## src/rtl/pulse_burst_ctrl_pkg.sv

```systemverilog
// Shared definitions for the pulse burst controller: FSM state codes and
// configuration register addresses.
package pulse_burst_ctrl_pkg;

  typedef logic [1:0] state_t;

  localparam state_t ST_IDLE  = 2'd0;
  localparam state_t ST_DELAY = 2'd1;
  localparam state_t ST_HIGH  = 2'd2;
  localparam state_t ST_LOW   = 2'd3;

  localparam logic [1:0] ADDR_DELAY  = 2'd0;
  localparam logic [1:0] ADDR_PERIOD = 2'd1;
  localparam logic [1:0] ADDR_WIDTH  = 2'd2;
  localparam logic [1:0] ADDR_COUNT  = 2'd3;

endpackage

```

## src/rtl/pulse_burst_ctrl_phase_cnt.sv

```systemverilog
// Loadable down-counter that times one phase of the burst. A phase loaded
// with value L lasts L+1 cycles: the zero flag is raised in its last cycle.
module phase_cnt #(
  parameter int CNT_W = 16
) (
  input  logic             clk,
  input  logic             rst,
  input  logic             load,
  input  logic             dec,
  input  logic [CNT_W-1:0] load_val,
  output logic             zero
);

  localparam logic [CNT_W-1:0] ONE = CNT_W'(1);

  logic [CNT_W-1:0] cnt;

  // Load has priority; decrement stops at zero so the flag stays stable.
  always_ff @(posedge clk or posedge rst) begin
    if (rst) begin
      cnt <= '0;
    end else if (load) begin
      cnt <= load_val;
    end else if (dec && (cnt != '0)) begin
      cnt <= cnt - ONE;
    end
  end

  assign zero = (cnt == '0);

endmodule

```

## src/rtl/pulse_burst_ctrl.sv

```systemverilog
// Pulse burst controller: after a start request emits a delay, then a train
// of pulses with programmable width and period, optionally bounded in count.
module pulse_burst_ctrl
  import pulse_burst_ctrl_pkg::*;
#(
  parameter int CNT_W      = 16,
  parameter int DEF_DELAY  = 10,
  parameter int DEF_PERIOD = 100,
  parameter int DEF_WIDTH  = 2
) (
  input  logic             clk,
  input  logic             rst,
  input  logic             cfg_we,
  input  logic [1:0]       cfg_addr,
  input  logic [CNT_W-1:0] cfg_wdata,
  input  logic             start,
  input  logic             stop,
  output logic             busy,
  output logic             done,
  output logic             out,
  output logic [CNT_W-1:0] pulse_cnt
);

  localparam logic [CNT_W-1:0] ONE = CNT_W'(1);

  function automatic logic [CNT_W-1:0] sat_inc(input logic [CNT_W-1:0] x);
    return (x == '1) ? x : x + ONE;
  endfunction

  logic [CNT_W-1:0] delay_r, period_r, width_r, count_r;
  logic [CNT_W-1:0] wload_wk, lload_wk, count_wk;
  logic [CNT_W-1:0] w_eff, wload_cfg, lload_cfg;

  state_t           state, state_n;
  logic             out_n, done_n;
  logic             ld, dec, accept, inc, zero;
  logic [CNT_W-1:0] ld_val;

  // Width 0 behaves as 1; a period not longer than the width leaves a single
  // LOW cycle. The LOW length is formed as period-width so nothing overflows.
  assign w_eff     = (width_r == '0) ? ONE : width_r;
  assign wload_cfg = w_eff - ONE;
  assign lload_cfg = (period_r > w_eff) ? (period_r - w_eff - ONE) : '0;

  // Configuration registers; writes are locked out for the whole burst.
  always_ff @(posedge clk or posedge rst) begin
    if (rst) begin
      delay_r  <= CNT_W'(DEF_DELAY);
      period_r <= CNT_W'(DEF_PERIOD);
      width_r  <= CNT_W'(DEF_WIDTH);
      count_r  <= '0;
    end else if (cfg_we && !busy) begin
      case (cfg_addr)
        ADDR_DELAY:  delay_r  <= cfg_wdata;
        ADDR_PERIOD: period_r <= cfg_wdata;
        ADDR_WIDTH:  width_r  <= cfg_wdata;
        default:     count_r  <= cfg_wdata;
      endcase
    end
  end

  // Working copies of the phase lengths, frozen at burst acceptance.
  always_ff @(posedge clk) begin
    if (accept) begin
      wload_wk <= wload_cfg;
      lload_wk <= lload_cfg;
      count_wk <= count_r;
    end
  end

  // Next-state decode; an abort overrides every other transition.
  always_comb begin
    state_n = state;
    out_n   = 1'b0;
    done_n  = 1'b0;
    ld      = 1'b0;
    ld_val  = '0;
    dec     = 1'b0;
    accept  = 1'b0;
    inc     = 1'b0;
    case (state)
      ST_IDLE: begin
        if (start && !stop) begin
          accept = 1'b1;
          ld     = 1'b1;
          if (delay_r == '0) begin
            state_n = ST_HIGH;
            out_n   = 1'b1;
            ld_val  = wload_cfg;
            inc     = 1'b1;
          end else begin
            state_n = ST_DELAY;
            ld_val  = delay_r - ONE;
          end
        end
      end
      ST_DELAY, ST_LOW: begin
        if (zero) begin
          state_n = ST_HIGH;
          out_n   = 1'b1;
          ld      = 1'b1;
          ld_val  = wload_wk;
          inc     = 1'b1;
        end else begin
          dec = 1'b1;
        end
      end
      ST_HIGH: begin
        if (zero) begin
          if ((count_wk != '0) && (pulse_cnt == count_wk)) begin
            state_n = ST_IDLE;
            done_n  = 1'b1;
          end else begin
            state_n = ST_LOW;
            ld      = 1'b1;
            ld_val  = lload_wk;
          end
        end else begin
          out_n = 1'b1;
          dec   = 1'b1;
        end
      end
      default: state_n = ST_IDLE;
    endcase
    if (stop && (state != ST_IDLE)) begin
      state_n = ST_IDLE;
      out_n   = 1'b0;
      done_n  = 1'b0;
      ld      = 1'b0;
      dec     = 1'b0;
      inc     = 1'b0;
    end
  end

  // Registered FSM state and outputs.
  always_ff @(posedge clk or posedge rst) begin
    if (rst) begin
      state <= ST_IDLE;
      out   <= 1'b0;
      busy  <= 1'b0;
      done  <= 1'b0;
    end else begin
      state <= state_n;
      out   <= out_n;
      busy  <= (state_n != ST_IDLE);
      done  <= done_n;
    end
  end

  // Pulse counter: cleared on acceptance (or set to 1 when the first pulse
  // starts immediately), then bumped on every rising edge of out.
  always_ff @(posedge clk or posedge rst) begin
    if (rst) begin
      pulse_cnt <= '0;
    end else if (accept) begin
      pulse_cnt <= inc ? ONE : '0;
    end else if (inc) begin
      pulse_cnt <= sat_inc(pulse_cnt);
    end
  end

  phase_cnt #(.CNT_W(CNT_W)) u_phase_cnt (
    .clk      (clk),
    .rst      (rst),
    .load     (ld),
    .dec      (dec),
    .load_val (ld_val),
    .zero     (zero)
  );

endmodule

```

## config.mk

```make
export PLATFORM = sky130hd
export DESIGN_NAME = pulse_burst_ctrl
export DESIGN_NICKNAME = d
export VERILOG_FILES = /design/src/rtl/pulse_burst_ctrl_pkg.sv /design/src/rtl/pulse_burst_ctrl_phase_cnt.sv /design/src/rtl/pulse_burst_ctrl.sv
export SDC_FILE = /design/constraint.sdc
export NUM_CORES = 1
export LEC_CHECK = 0
export ABC_AREA = 1
export BUFFER_PORTS_ARGS = -buffer_cell sky130_fd_sc_hd__buf_2
export CELL_PAD_IN_SITES_DETAIL_PLACEMENT = 0
export CELL_PAD_IN_SITES_GLOBAL_PLACEMENT = 1
export CORE_AREA = 5 5 178 180
export DETAILED_ROUTE_END_ITERATION = 8
export DIE_AREA = 0 0 183 185
export PLACE_DENSITY_LB_ADDON = 0.08
export SYNTH_ARGS = -nofsm -noshare
export SYNTH_HDL_FRONTEND = slang
export SYNTH_SLANG_ARGS = --single-unit
```

## constraint.sdc

```tcl
create_clock -name clk -period 5.7 [get_ports clk]
set_clock_uncertainty 0.2 [all_clocks]
set_input_delay 1.71 -clock clk [delete_from_list [all_inputs] [get_ports clk]]
set_output_delay 1.71 -clock clk [all_outputs]
set_load 0.03 [all_outputs]
```

==> results_dict.tcl <==
set metrics [dict create \
    min_period_over_period_pct 58.7 \
    sw_frac_of_total_pct 46.0 \
    postCtsSetupRepairBufs 0 \
    yosysWarnings 0 \
    ir_drop_v 0.000195 \
    cts.sinks 149 \
    pwr-share-clk_pct 21.4 \
    h-tree-depth 4 \
    boundaryPins 42 \
    ant_nets 0 \
    die_w_um 183 \
    cap_viol_max_count 0 \
    diodes 0 \
    synth_area_leaders "dfrtp_1, edfxtp_1, nand2_1, o21ai_0, nor2_1" \
    synth_nets 1215 \
    power_mw 5.44 \
    synthCells 1169 \
    synth_area_um2 8820 \
    grt_max_degree 65 \
    drcViolationCount 0 \
    gp_congestion 0.808 \
    cts_tree "done" \
    rsz0062_at_grt "no" \
    setup_slack_ps 2350 \
    wl_per_cell_um 17.9 \
    cts.reportedPaths.clkPinSlew_ps 70 \
    ys_seq_area_share_pct 45.1 \
    viasPerCell 4.69 \
    fin_nets 1253 \
    hold_slack_ps 253 \
    die_area_um2 33900 \
    r2r_cells 17 \
    yosys.area.top_type_share_pct 27.0 \
    p_per_area_nw_per_um2 543 \
    intPower_mw 2.94 \
    status "complete, no violations" \
    async_flop_share_pct 67.8 \
    post_dp_cell_area_um2 9430 \
    setup-tns-final_ps 0 \
    setup_viol 0 \
    dpl.cell_count 1584 \
    cts_hold_buf 0 \
    yosys.cell_types.count 48 \
    track_usage_pct 17.6 \
    cts-root-buf "clkbuf_16" \
    clk_latency_ps 430 \
    critPathKind "register to register" \
    cp-start-kind "register" \
    hold_path_end "count_wk[11]$_DFFE_PP_" \
    cts_buffers 17 \
    row_count 64 \
    p_comb_share_pct 41.7 \
    hold_depth 0 \
    overflow 0 \
    drive_gt1_share_pct 10.9 \
    post_synth.cell_area_avg_um2 7.54 \
    instances_no_fill 1616 \
    worst_slew_pin_slew_ps 1050 \
    wirelength_um 29000 \
    stdcell_area_um2 10000 \
    ys.flop_type "dfrtp_1" \
    slew_viol_final 0 \
    synth_edf_count 48 \
    grt_pass1_vias 7529 \
    hold_viol 0 \
    yosysTopAreaCell "dfrtp_1" \
    place_hpwl_um 22800 \
    antenna_found_initial 0 \
    r2r_end "lload_wk[14]$_SDFFCE_PP0P_" \
    start_util_pct 29.4 \
    fmax_mhz 299 \
    endpoint_kind "register" \
    required_ps 5640 \
    final_util_pct 33.4 \
    drtIter0Drc 657 \
    layout_min_cycle_time_ps 3350 \
    coreArea_um2 30000 \
    max_slew_margin_pct 30.1 \
    clockBufferDepth 2 \
    vias 7584 \
    die_h_um 185 \
    r2r_start "width_r[9]$_DFFE_PP0P_" \
    hp-class "register to register" \
    r2r_setup_slack_ps 2350 \
    io_buffers 41 \
    arrival_ps 3290 \
    power_frac_seq_pct 36.9 \
    cp_max_fo 8 \
    area_delta_synth_final_pct 13.7 \
    min_from "count_r[11]$_DFFE_PP0P_" \
    leakagePower_nw 4.73 \
    cts-resized-gates 0 \
    netSwitchingPower_mw 2.50 \
    synth-seq-cells 149 \
    drt_first_pass_iters 7 \
    grt_pass1_wl_um 45400 \
    pre_cts_slack_ps 1980 \
]
worst max-delay path by stage:
stage / from / endpoint / slack, ps / cells after the start
floorplan: rst / busy$_DFF_PP0_ / 1150 / 1
detailed placement: stop / pulse_cnt[15]$_DFFE_PP0P_ / 1980 / 10
global route: width_r[9]$_DFFE_PP0P_ / lload_wk[14]$_SDFFCE_PP0P_ / 2020 / 17
global placement: stop / u_phase_cnt.cnt[15]$_DFFE_PP0P_ / 2030 / 13
CTS: width_r[9]$_DFFE_PP0P_ / lload_wk[14]$_SDFFCE_PP0P_ / 2380 / 17
finish: width_r[9]$_DFFE_PP0P_ / lload_wk[14]$_SDFFCE_PP0P_ / 2350 / 17
sequential cells by signal, summed over array words and instances (netlist names):
register and cells:
count_r 16, count_wk 16, delay_r 16, lload_wk 16, period_r 16, pulse_cnt 16
u_phase_cnt.cnt 16, width_r 16, wload_wk 16, state 2, busy 1, done 1
out 1
area by class of cell:
type / instances / area (um^2)
well taps: 396 / 495
multi-input cells: 849 / 4180
clock inverters: 14 / 166
flip-flops and latches: 149 / 3980
clock buffers: 18 / 429
repair buffers: 44 / 228
inverters: 146 / 553
fillers: 3267 / 20000
cell usage in the layout, fill, tap and decap left out, types with 24 or more instances in the layout:
| cell | netlist | layout |
|---|---|---|
| nand2_1 | 345 | 345 |
| nor2_1 | 124 | 124 |
| inv_1 | 121 | 120 |
| dfrtp_1 | 95 | 95 |
| o21ai_0 | 93 | 93 |
| nand3_1 | 76 | 76 |
| edfxtp_1 | 48 | 48 |
| buf_2 | 5 | 41 |
| a21oi_1 | 30 | 30 |
| xor2_1 | 27 | 27 |
| o21ai_1 | 26 | 26 |
| inv_2 | 24 | 24 |
logic make-up after synthesis:
logic type                 Yosys count  synth area share [%]
buffers and inverters              171                  7.55
AOI/OAI and AO/OA                  175                  10.7
DFF                                149                  45.1
adders and majority gates           23                  3.35
xor gates and xnor gates            32                  3.18
and+or+nand+nor                    619                  30.2
critical path: stages (launching register included):
cell     delay, ps
dfrtp_1        430
nor2_1         220
nand2_1         90
nor2_1         150
nand2_1        110
nand2_1        130
inv_1          180
ha_1           260
fa_1           410
nand2_1         80
nand2_1         90
nand2_1         60
and2_1         210
o21ai_0        150
nand2_1        120
nand2_1         50
nand2_1         60
a21oi_1         70
power groups by stage:
| stage | Sequential (mW) | Combinational (mW) | Clock [mW] |
|---|---|---|---|
| floorplan | 1.92 | 1.57 | 0 |
| global placement | 2.04 | 2.31 | 0 |
| detailed placement | 2.03 | 2.28 | 0 |
| CTS | 2.01 | 2.29 | 1.19 |
| global route | 2.06 | 2.60 | 1.24 |
| finish | 2.01 | 2.27 | 1.17 |
cells in the mapped netlist (4+ instances only):
cell type,instances
xnor2_1,5
ha_1,22
nor3b_1,4
edfxtp_1,48
dfstp_2,6
or2_2,5
inv_2,24
nor3_1,13
o211ai_1,7
a21oi_1,30
dfrtp_1,95
inv_1,121
o21ai_0,93
buf_2,5
nand4_1,20
clkbuf_1,17
o21ai_1,26
nand3_1,76
o31ai_1,5
nor2_1,124
nor2_2,10
xor2_1,27
nand2_1,345
per-layer routing:
layer	vias up	GRT usage (%)	wire [um]
li1	3877	-	-
met1	3557	26.1	15000
met2	128	27.5	12800
met3	22	2.44	781
met4	0	3.55	323
met5	-	0	0
Note: power is estimated with default switching activity, not from simulation.
